### config.mk
export PLATFORM = sky130hd
export DESIGN_NAME = bus_test_master
export DESIGN_NICKNAME = d
export VERILOG_FILES = /design/src/rtl/bus_test_master.sv
export SDC_FILE = /design/constraint.sdc
export NUM_CORES = 1
export LEC_CHECK = 0
export ABC_AREA = 1
export ABC_CLOCK_PERIOD_IN_PS = 1800
export BUFFER_PORTS_ARGS = -buffer_cell sky130_fd_sc_hd__buf_2
export CORE_MARGIN = 2
export CORE_UTILIZATION = 40
export CTS_BUF_LIST = sky130_fd_sc_hd__clkbuf_16
export DETAILED_ROUTE_END_ITERATION = 12
export PLACE_DENSITY_LB_ADDON = 0.12
export SYNTH_ARGS = -nofsm -noshare
export SYNTH_HDL_FRONTEND = slang
export SYNTH_SLANG_ARGS = --single-unit
### constraint.sdc
create_clock -name clk -period 1.8 [get_ports clk]
set_input_delay 0.18 -clock clk [delete_from_list [all_inputs] [get_ports clk]]
set_output_delay 0.18 -clock clk [all_outputs]
set_load 0.005 [all_outputs]
### src/rtl/bus_test_master.sv
// Self-checking bus traffic initiator: writes a patterned block, reads it back and counts
// mismatches and timeouts for LED/debug reporting.
module bus_test_master #(
    parameter logic [15:0] BASE_ADDR      = 16'h4000,
    parameter int unsigned NUM_WORDS      = 8,
    parameter logic [7:0]  SEED           = 8'h5A,
    parameter int unsigned TIMEOUT_CYCLES = 1024
) (
    input  logic        clk,
    input  logic        rst_n,
    input  logic        trigger,
    input  logic        m_grant,
    input  logic        m_ack,
    input  logic        m_split_ack,
    input  logic [7:0]  m_data_in,
    input  logic        m_data_in_valid,
    output logic        m_req,
    output logic [15:0] m_address_out,
    output logic        m_address_out_valid,
    output logic [7:0]  m_data_out,
    output logic        m_data_out_valid,
    output logic        m_rw,
    output logic        m_ready,
    output logic        busy,
    output logic        done,
    output logic        pass,
    output logic [7:0]  error_count
);

    typedef enum logic [2:0] {
        StIdle, StReq, StAddr, StWdone, StRdata, StSplit, StNext, StFinish
    } state_e;

    localparam logic [7:0]  LastIdx     = 8'(NUM_WORDS - 1);
    localparam logic [15:0] TimeoutLast = 16'(TIMEOUT_CYCLES - 1);

    state_e      state;
    logic [7:0]  index;
    logic        phase_rd;
    logic [15:0] timer;

    logic [7:0] exp_data;
    logic [7:0] err_inc;
    logic       timed_out;

    assign exp_data  = SEED ^ index;
    assign err_inc   = (error_count == 8'hFF) ? 8'hFF : error_count + 8'd1;
    assign timed_out = (timer == TimeoutLast);

    always_ff @(posedge clk or negedge rst_n) begin
        if (!rst_n) begin
            state               <= StIdle;
            index               <= 8'd0;
            phase_rd            <= 1'b0;
            timer               <= 16'd0;
            m_req               <= 1'b0;
            m_address_out       <= 16'd0;
            m_address_out_valid <= 1'b0;
            m_data_out          <= 8'd0;
            m_data_out_valid    <= 1'b0;
            m_rw                <= 1'b1;
            m_ready             <= 1'b1;
            busy                <= 1'b0;
            done                <= 1'b0;
            pass                <= 1'b0;
            error_count         <= 8'd0;
        end else begin
            done  <= 1'b0;
            timer <= timer + 16'd1;
            case (state)
                StIdle: begin
                    timer <= 16'd0;
                    if (trigger) begin
                        error_count <= 8'd0;
                        pass        <= 1'b0;
                        index       <= 8'd0;
                        phase_rd    <= 1'b0;
                        busy        <= 1'b1;
                        m_req       <= 1'b1;
                        state       <= StReq;
                    end
                end
                StReq: begin
                    if (m_grant) begin
                        timer               <= 16'd0;
                        m_address_out       <= BASE_ADDR + {8'h00, index};
                        m_address_out_valid <= 1'b1;
                        m_rw                <= phase_rd;
                        if (!phase_rd) begin
                            m_data_out       <= exp_data;
                            m_data_out_valid <= 1'b1;
                        end
                        state <= StAddr;
                    end else if (timed_out) begin
                        m_req       <= 1'b0;
                        error_count <= err_inc;
                        timer       <= 16'd0;
                        state       <= StNext;
                    end
                end
                StAddr: begin
                    // Split wins over a simultaneous ack.
                    if (m_split_ack || m_ack) begin
                        m_address_out_valid <= 1'b0;
                        m_data_out_valid    <= 1'b0;
                        m_rw                <= 1'b1;
                        timer               <= 16'd0;
                        if (m_split_ack)   state <= StSplit;
                        else if (phase_rd) state <= StRdata;
                        else               state <= StWdone;
                    end else if (timed_out) begin
                        m_req               <= 1'b0;
                        m_address_out_valid <= 1'b0;
                        m_data_out_valid    <= 1'b0;
                        m_rw                <= 1'b1;
                        error_count         <= err_inc;
                        timer               <= 16'd0;
                        state               <= StNext;
                    end
                end
                StWdone: begin
                    m_req <= 1'b0;
                    timer <= 16'd0;
                    state <= StNext;
                end
                StRdata, StSplit: begin
                    // A split write completes on ack; every read completes on data.
                    if (phase_rd ? m_data_in_valid : (state == StSplit && m_ack)) begin
                        if (phase_rd && (m_data_in != exp_data)) error_count <= err_inc;
                        m_req <= 1'b0;
                        timer <= 16'd0;
                        state <= StNext;
                    end else if (timed_out) begin
                        m_req       <= 1'b0;
                        error_count <= err_inc;
                        timer       <= 16'd0;
                        state       <= StNext;
                    end
                end
                StNext: begin
                    timer <= 16'd0;
                    if (index == LastIdx) begin
                        if (!phase_rd) begin
                            phase_rd <= 1'b1;
                            index    <= 8'd0;
                            m_req    <= 1'b1;
                            state    <= StReq;
                        end else begin
                            done  <= 1'b1;
                            busy  <= 1'b0;
                            pass  <= (error_count == 8'd0);
                            state <= StFinish;
                        end
                    end else begin
                        index <= index + 8'd1;
                        m_req <= 1'b1;
                        state <= StReq;
                    end
                end
                StFinish: begin
                    timer <= 16'd0;
                    state <= StIdle;
                end
                default: state <= StIdle;
            endcase
        end
    end

endmodule

==> results of run 1 <==
metrics by stage:
stage | total power (W) | setup TNS, ns | utilization | std cells
5_1_grt | 0.00615 | -0.0338 | 0.508 | 626
3_3_place_gp | 0.00406 | 0 | 0.467 | 606
2_1_floorplan | 0.00333 | 0 | - | 450
4_1_cts | 0.00566 | 0 | 0.501 | 623
3_5_place_dp | 0.00409 | 0 | 0.467 | 606
6_report | 0.00566 | 0 | 0.508 | 626
cells in the mapped netlist (5+ instances only):
master and count:
o21ai_0 32, xor2_1 9, nand4_1 12, inv_1 56, dfrtp_1 59, buf_4 10
inv_2 7, nand3_1 16, nand2_2 6, o21bai_1 5, nor2_1 56, o21ai_1 6
nand2_1 113
sequential cells by signal, indices dropped and copies added (netlist names):
register             flops
m_address_out_valid      1
done                     1
pass                     1
phase_rd                 1
m_data_out_valid         1
timer                   16
m_rw                     1
error_count              8
m_req                    1
state                    3
index                    8
busy                     1
m_data_out               8
m_address_out            9
layer usage:
layer	GRT usage	vias up
met2	0.302	73
met4	0.0988	0
li1	-	1552
met5	0	-
met3	0.0360	16
met1	0.250	1387
worst max-delay path: cells and delay by family (launching register included):
family	cells	cell delay [ns]
adders and majority gates	1	0.16
AOI/OAI and AO/OA	2	0.39
DFF	1	0.34
buffers and inverters	1	0.11
and+or+nand+nor	5	0.55
logic make-up (layout without fill, tap and decap cells):
| logic type | after synthesis | count (layout) | share of synthesized area |
|---|---|---|---|
| other | 1 | 8 | 0.00111 |
| adder cells (fa/ha/maj) | 4 | 4 | 0.0148 |
| AO/OA/AOI/OAI | 63 | 63 | 0.112 |
| flip-flops | 60 | 60 | 0.446 |
| buffers and inverters | 76 | 147 | 0.0965 |
| AND/OR/NAND/NOR | 228 | 228 | 0.301 |
| XOR/XNOR | 11 | 11 | 0.0286 |
report_power, final:
| part | switching [W] | internal, W |
|---|---|---|
| clock | 0.000622 | 0.000921 |
| sequential | 0.000256 | 0.00171 |
| combinational | 0.00134 | 0.000819 |
final cells by class:
| type | count | area, um^2 | area share |
|---|---|---|---|
| timing repair buffer | 68 | 410 | 0.0989 |
| inverter | 63 | 236 | 0.0570 |
| clock buffer | 9 | 225 | 0.0542 |
| multi-input combinational | 314 | 1600 | 0.385 |
| tap | 105 | 131 | 0.0316 |
| sequential | 60 | 1510 | 0.363 |
| clock inverter | 7 | 43.8 | 0.0105 |
final timing paths:
path	to	slack (ns)	cells after the start
min in group asynchronous	m_data_out[2]	0.40	3
setup / recovery	state[2]	0.14	9
max in group asynchronous	m_rw	1.10	3
setup reg to reg	state[2]	0.14	9
hold / removal	state[0]	0.26	5
hold reg to reg	m_address_out[14]	0.46	1
what timing repair did:
action                                  4_1_cts  5_1_grt
hold buffers                                  1        0
buffers inserted                              0        3
endpoints found under the setup margin        0       33
endpoints found under the hold margin        59        0
resized for setup                             0       11
==> results.json, run 1 <==
{
  "drc_errors": 0,
  "finalCritPeriodShare": 0.920,
  "numPortBuffers": 46,
  "synth-edff-count": 0,
  "cp-start-kind": "flop",
  "h-tree-depth": 3,
  "synth_top_cell_by_area": "dfrtp_1",
  "grt_usage": 0.191,
  "first_pass_iters": 4,
  "dieHeight_um": 95.8,
  "drt-total-wl_um": 8060,
  "highest_layer": "met4",
  "holdCritStartpoint": "trigger",
  "clkSinkCount": 60,
  "path_cells": "ha_1, nand2_1, nor2_2, nand2_2, inv_2, nand2_4, o21ai_1, nand2_1, o2111ai_1",
  "synth_top_area_frac": 0.438,
  "finalWeightedCongestion": 0.897,
  "n_fill_cell": 803,
  "hp-class": "in -> reg",
  "drive_gt1_frac": 0.236,
  "rows": 33,
  "layout_common_cells": "nand2_1, dfrtp_1, inv_1, nor2_1, buf_2",
  "drt_iter0_drc": 116,
  "crit_arrival_ns": 1.89,
  "hold_violations": 0,
  "status": "completed",
  "via_per_inst": 4.84,
  "end_kind": "flop",
  "yosysSeqAreaShare": 0.446,
  "grt-ovfl-total": 0,
  "io_pins": 55,
  "area_delta_synth_final_pct": 23.1,
  "setup_violations": 0,
  "num_antenna_cells": 0,
  "nNetsFinal": 535,
  "wl_per_cell_um": 12.9,
  "dp_slack_ns": 0.00657,
  "clock-root-buffer": "clkbuf_16",
  "ys_async_sr_fraction": 1.00,
  "ant_nets": 0,
  "wl_met3_um": 343,
  "syn_inst": 443,
  "cp-startpoint": "timer[0]",
  "final_area_um2": 4150,
  "hpwlAfterDp_um": 5830,
  "ys_warn_count": 1,
  "final_common_cell": "nand2_1",
  "slew_viol_final": 0,
  "num_vias": 3028,
  "period_minus_slack_ns": 1.66,
  "rr_startpoint": "timer[0]",
  "cp.required_ns": 2.03,
  "wl_met1_um": 3730,
  "cts_buffers": 9,
  "skew_ns": 0.00425,
  "grt_pass1_wl_um": 13400,
  "synth.area.top_cells": "dfrtp_1, nand2_1, inv_1",
  "drv_cap": 0,
  "grt_pass1_vias": 2854,
  "ys_types": 38,
  "syn_area_per_cell_um2": 7.61,
  "placed_cell_area_um2": 3820,
  "slowest_stage": "dfrtp_1",
  "worst_slack_ns": 0.143,
  "ys_ff_latch": 60,
  "worstSkewPairLatency_ns": 0.33,
  "max_freq_mhz": 604,
  "grt_max_degree": 61,
  "wl_met2_um": 3780,
  "dieArea_um2": 9180,
  "cpPeakStageDelay_ns": 0.34,
  "clkSlewWorstSetupHoldPaths_ns": 0.05,
  "chipWidth_um": 95.8,
  "whs_ns": 0.260,
  "ys.flop_type": "dfrtp_1",
  "cts_tree": "done",
  "power.leakage_nw": 2.16,
  "ir_drop_mv": 0.611,
  "critPathMaxFanout": 9,
  "worstSetupPathType": "reg -> reg",
  "power.density_nw_per_um2": 1360,
  "clockBufferDepth": 2,
  "synth.cell_area_um2": 3370,
  "initial_core_util": 0.412,
  "antenna_found_initial": 0,
  "crit_path_frequent_cell": "nand2_1",
  "coreArea_um2": 8180
}
Power figures use the tool's default switching activity.
==> inputs of run 2 (changes only) <==
--- a/config.mk
+++ b/config.mk
@@ -9,7 +9,7 @@
 export ABC_CLOCK_PERIOD_IN_PS = 1800
 export BUFFER_PORTS_ARGS = -buffer_cell sky130_fd_sc_hd__buf_2
 export CORE_MARGIN = 2
-export CORE_UTILIZATION = 40
+export CORE_UTILIZATION = 57
 export CTS_BUF_LIST = sky130_fd_sc_hd__clkbuf_16
 export DETAILED_ROUTE_END_ITERATION = 12
 export PLACE_DENSITY_LB_ADDON = 0.12
==> results.json, run 2 (synthesized netlist as in run 1, its figures left out) <==
{
  "chipWidth_um": 80.9,
  "post_cts.repair.setup_buffers": 0,
  "num_antenna_cells": 0,
  "grt-ovfl-total": 0,
  "clockBufferDepth": 2,
  "p_int_w": 0.00371,
  "worstSkewPairLatency_ns": 0.33,
  "setup_violations": 0,
  "num_vias": 3135,
  "final_area_um2": 4160,
  "layout_common_cells": "nand2_1, dfrtp_1, inv_1, nor2_1, buf_2",
  "first_pass_iters": 5,
  "regArea_um2": 1510,
  "placed_cell_area_um2": 3780,
  "hold_violations": 0,
  "hp-class": "in -> reg",
  "critPathMaxFanout": 9,
  "switching_share": 0.378,
  "relSlewSlack": 0.661,
  "cp-start-kind": "flop",
  "wl_per_cell_um": 13.4,
  "grt_pass1_wl_um": 13400,
  "clock-root-buffer": "clkbuf_16",
  "whs_ns": 0.218,
  "end_kind": "flop",
  "cp.required_ns": 2.06,
  "worstSetupPathType": "reg -> reg",
  "ir_drop_mv": 1.02,
  "hpwlAfterDp_um": 5890,
  "coreArea_um2": 5820,
  "skew_ns": 0.00538,
  "drt_iter0_drc": 181,
  "drc_errors": 0,
  "crit_arrival_ns": 1.97,
  "via_per_inst": 5.29,
  "cts_buffers": 9,
  "pwr-share-comb": 0.371,
  "multiInputGateArea_um2": 1630,
  "final_common_cell": "nand2_1",
  "finalCritPeriodShare": 0.948,
  "status": "completed",
  "power.leakage_nw": 2.18,
  "grt_max_degree": 26,
  "cts_tree": "done",
  "rows": 28,
  "drv_cap": 0,
  "antenna_found_initial": 0,
  "power.density_nw_per_um2": 1430,
  "period_minus_slack_ns": 1.71,
  "finalPower_w": 0.00597,
  "clkSinkCount": 60,
  "p_sw_w": 0.00226,
  "dp_slack_ns": 0.0363,
  "finalWeightedCongestion": 0.867,
  "regMostFlops": "timer",
  "io_pins": 55,
  "clkSlewWorstSetupHoldPaths_ns": 0.05,
  "worst_slack_ns": 0.0928,
  "area_delta_synth_final_pct": 23.5,
  "drt-total-wl_um": 7970,
  "initial_core_util": 0.580,
  "ant_nets": 0,
  "largest_reg_flops": 16,
  "slew_viol_final": 0,
  "tightest_slew_ns": 0.508,
  "n_fill_cell": 494,
  "dieArea_um2": 6550,
  "drive_gt1_frac": 0.243,
  "grt_usage": 0.266,
  "numPortBuffers": 46,
  "p_seq_frac": 0.331,
  "top_regs": "timer: 16 flops, m_address_out: 9 flops",
  "clkPwrFrac": 0.298,
  "rsz0062_at_grt": "true",
  "h-tree-depth": 3,
  "max_freq_mhz": 586,
  "grt_pass1_vias": 2952,
  "nNetsFinal": 532,
  "dieHeight_um": 80.9
}
==> run 2: final timing paths <==
kind / start / slack, ns / depth (start not counted) / to
max: timer[0] / 0.09 / 9 / error_count[3]
min: trigger / 0.22 / 5 / state[0]
max reg2reg: timer[0] / 0.09 / 9 / error_count[3]
min reg2reg: m_address_out[14] / 0.47 / 1 / m_address_out[14]
max in group asynchronous: rst_n / 0.85 / 3 / state[1]
min in group asynchronous: rst_n / 0.36 / 2 / m_address_out[7]
==> run 2: layout make-up <==
type	count	share of cell area
multi-input cells	314	0.391
flip-flops and latches	60	0.362
repair buffers	65	0.0932
inverters	63	0.0574
clock buffers	9	0.0541
well taps	75	0.0225
clock inverters	7	0.0201
==> run 2: layer usage <==
layer | vias to the layer above | track usage | part of all wire
met3 | 11 | 0.0478 | 0.046
met1 | 1489 | 0.363 | 0.46
met2 | 86 | 0.424 | 0.47
li1 | 1549 | - | -
met4 | 0 | 0.0949 | 0.015
met5 | - | 0 | 0
==> run 2: worst max-delay path, cell delays in order (launching register included) <==
cell	delay (ns)
dfrtp_1	0.37
ha_2	0.19
nand2_1	0.08
nor2_2	0.13
nand2_2	0.12
inv_4	0.09
nand2_4	0.10
a21oi_4	0.29
nand4_1	0.16
nand2_1	0.10
==> run 2: what timing repair did <==
action / 4_1_cts / 5_1_grt
hold buffers: 1 / 0
pin swaps: 0 / 4
setup endpoints to repair: 2 / 26
gates resized for setup: 2 / 19
hold endpoints to repair: 20 / 0
==> run 2: metrics by stage <==
step | util | std cells | setup TNS [ns]
final | 0.716 | 593 | 0
after detailed placement | 0.650 | 576 | 0
after global routing | 0.716 | 593 | -0.0560
after CTS | 0.706 | 593 | 0
after floorplan | - | 450 | 0
after global placement | 0.650 | 576 | 0
==> run 2: power groups by stage <==
stage	registers (W)	clock network, W	logic [W]
final	0.00198	0.00178	0.00222
after global routing	0.00202	0.00186	0.00250
after CTS	0.00197	0.00180	0.00213
after detailed placement	0.00199	0	0.00211
after global placement	0.00197	0	0.00204
after floorplan	0.00197	0	0.00135
==> inputs of run 3 (changes only) <==
==> constraint.sdc (replaced) <==
create_clock -name clk -period 1.8 [get_ports clk]
set_input_delay 0.36 -clock clk [delete_from_list [all_inputs] [get_ports clk]]
set_output_delay 0.36 -clock clk [all_outputs]
set_load 0.02 [all_outputs]
==> results.json, run 3 (synthesized netlist as in run 1, its figures left out) <==
{
  "status": "completed",
  "p_seq_frac": 0.312,
  "layout_common_cells": "nand2_1, dfrtp_1, inv_1, nor2_1, buf_2",
  "drv_cap": 0,
  "setup_violations": 0,
  "regArea_um2": 1510,
  "chipWidth_um": 80.9,
  "end_kind": "flop",
  "cts_tree": "done",
  "nNetsFinal": 539,
  "timing.rr.end": "error_count[1]",
  "rsz0062_at_grt": "true",
  "via_per_inst": 5.23,
  "drt-total-wl_um": 8090,
  "max_freq_mhz": 579,
  "dp_slack_ns": 0.0324,
  "numPortBuffers": 46,
  "p_int_w": 0.00365,
  "dieArea_um2": 6550,
  "cp-startpoint": "state[0]",
  "ff2ff_setup_slack_ns": 0.07,
  "multiInputGateArea_um2": 1630,
  "pwr-share-comb": 0.427,
  "slowest_stage": "dfrtp_1",
  "fin_cells": 600,
  "io_pins": 55,
  "period_minus_slack_ns": 1.73,
  "h-tree-depth": 3,
  "worstSetupPathType": "reg -> reg",
  "crit_arrival_ns": 1.98,
  "drive_gt1_frac": 0.248,
  "hp-class": "in -> reg",
  "area_delta_synth_final_pct": 24.2,
  "antenna_found_initial": 0,
  "regMostFlops": "timer",
  "grt_max_degree": 26,
  "coreArea_um2": 5820,
  "clkPwrFrac": 0.261,
  "ant_nets": 0,
  "finalWeightedCongestion": 0.891,
  "num_vias": 3139,
  "r2r_cells": 11,
  "first_pass_iters": 5,
  "initial_core_util": 0.580,
  "drt_iter0_drc": 186,
  "worstSkewPairLatency_ns": 0.33,
  "clkSinkCount": 60,
  "grt_pass1_wl_um": 13200,
  "cp-start-kind": "flop",
  "slew_viol_final": 0,
  "critPathMaxFanout": 5,
  "ir_drop_mv": 0.930,
  "rows": 28,
  "cp_top_family": "simple AND/OR/NAND/NOR gates",
  "skew_ns": 0.00480,
  "fin_tns_setup_ns": 0,
  "switching_share": 0.420,
  "grt_pass1_vias": 2866,
  "whs_endpoint": "state[2]",
  "clkSlewWorstSetupHoldPaths_ns": 0.05,
  "utilization": 0.720,
  "power.density_nw_per_um2": 1500,
  "cts_buffers": 9,
  "final_common_cell": "nand2_1",
  "grt-ovfl-total": 0,
  "dp_cells": 578,
  "p_sw_w": 0.00265,
  "hold_violations": 0,
  "largest_reg_flops": 16,
  "cpPeakStageDelay_ns": 0.40,
  "holdCritStartpoint": "m_split_ack",
  "grt_usage": 0.263,
  "finalCritPeriodShare": 0.959,
  "cp.required_ns": 2.05,
  "num_antenna_cells": 0,
  "hold_depth": 4,
  "hpwlAfterDp_um": 5830,
  "wl_per_cell_um": 13.5,
  "path_buf_inv": 3,
  "rr_startpoint": "state[0]",
  "dieHeight_um": 80.9,
  "clockBufferDepth": 2,
  "clock-root-buffer": "clkbuf_16",
  "drc_errors": 0,
  "top_regs": "timer: 16 flops, m_address_out: 9 flops",
  "worst_slack_ns": 0.0740,
  "n_fill_cell": 501,
  "path_cells": "inv_1, nand2_2, nor2_2, inv_2, nand2_2, inv_2, a21oi_4, nand2_4, nand3_1, nand2_1, o21ai_2",
  "power.leakage_nw": 2.20
}
[run 3: cell types whose count changed in the layout (fill, tap and decap cells not counted), sizes merged]
| cell | change |
|---|---|
| bufinv | -1 |
| buf | +7 |
| clkinv | +2 |
| inv | -1 |
[run 3: power groups by stage]
stage | combinational [W] | clock (W) | sequential [W]
after floorplan | 0.00136 | 0 | 0.00228
after global placement | 0.00238 | 0 | 0.00196
after detailed placement | 0.00245 | 0 | 0.00198
after CTS | 0.00248 | 0.00166 | 0.00196
after global routing | 0.00297 | 0.00172 | 0.00201
final | 0.00269 | 0.00164 | 0.00197
[run 3: layout make-up]
| cell class | count | share of cell area |
|---|---|---|
| multi-input combinational | 314 | 0.389 |
| sequential | 60 | 0.360 |
| timing repair buffer | 72 | 0.105 |
| inverter | 63 | 0.0565 |
| clock buffer | 9 | 0.0538 |
| tap | 75 | 0.0224 |
| clock inverter | 7 | 0.0137 |
[run 3: per-stage QoR]
| stage | hold WS [ns] | power, W | area (um^2) |
|---|---|---|---|
| 6_report | 0.417 | 0.00630 | 4190 |
| 5_1_grt | 0.444 | 0.00671 | 4190 |
| 4_1_cts | 0.403 | 0.00610 | 4090 |
| 3_5_place_dp | 0.261 | 0.00443 | 3800 |
| 3_3_place_gp | 0.258 | 0.00434 | 3800 |
| 2_1_floorplan | 0.0644 | 0.00364 | 3400 |
[run 3: layer usage]
metal  track usage  vias to the layer above  share of wire  routed length, um
met2         0.402                      118           0.47               3780
li1              -                     1557              -                  -
met4        0.0983                        0          0.017                134
met5             0                        -              0                  0
met3        0.0544                       13          0.071                578
met1         0.368                     1451           0.45               3600
[run 3: timing repair]
item                                    in CTS  in global routing
resized for setup                            0                 19
hold buffers                                 1                  0
setup buffers                                0                  5
endpoints found under the setup margin       0                 26
hold endpoints to repair                     9                  0
[run 3: tightest hold or removal path: cells and delay by family]
kind,cells,cell delay [ns]
AND/OR/NAND/NOR,2,0.17
buffers and inverters,1,0.10
AO/OA/AOI/OAI,1,0.06
[run 3: how the worst max path moves through the flow]
| stage | to | slack (ns) | depth (start not counted) |
|---|---|---|---|
| floorplan | error_count[6] | 0.24 | 12 |
| global placement | error_count[5] | 0.12 | 10 |
| detailed placement | error_count[4] | 0.03 | 12 |
| CTS | error_count[4] | 0.02 | 12 |
| global route | error_count[2] | -0.07 | 11 |
| finish | error_count[1] | 0.07 | 11 |
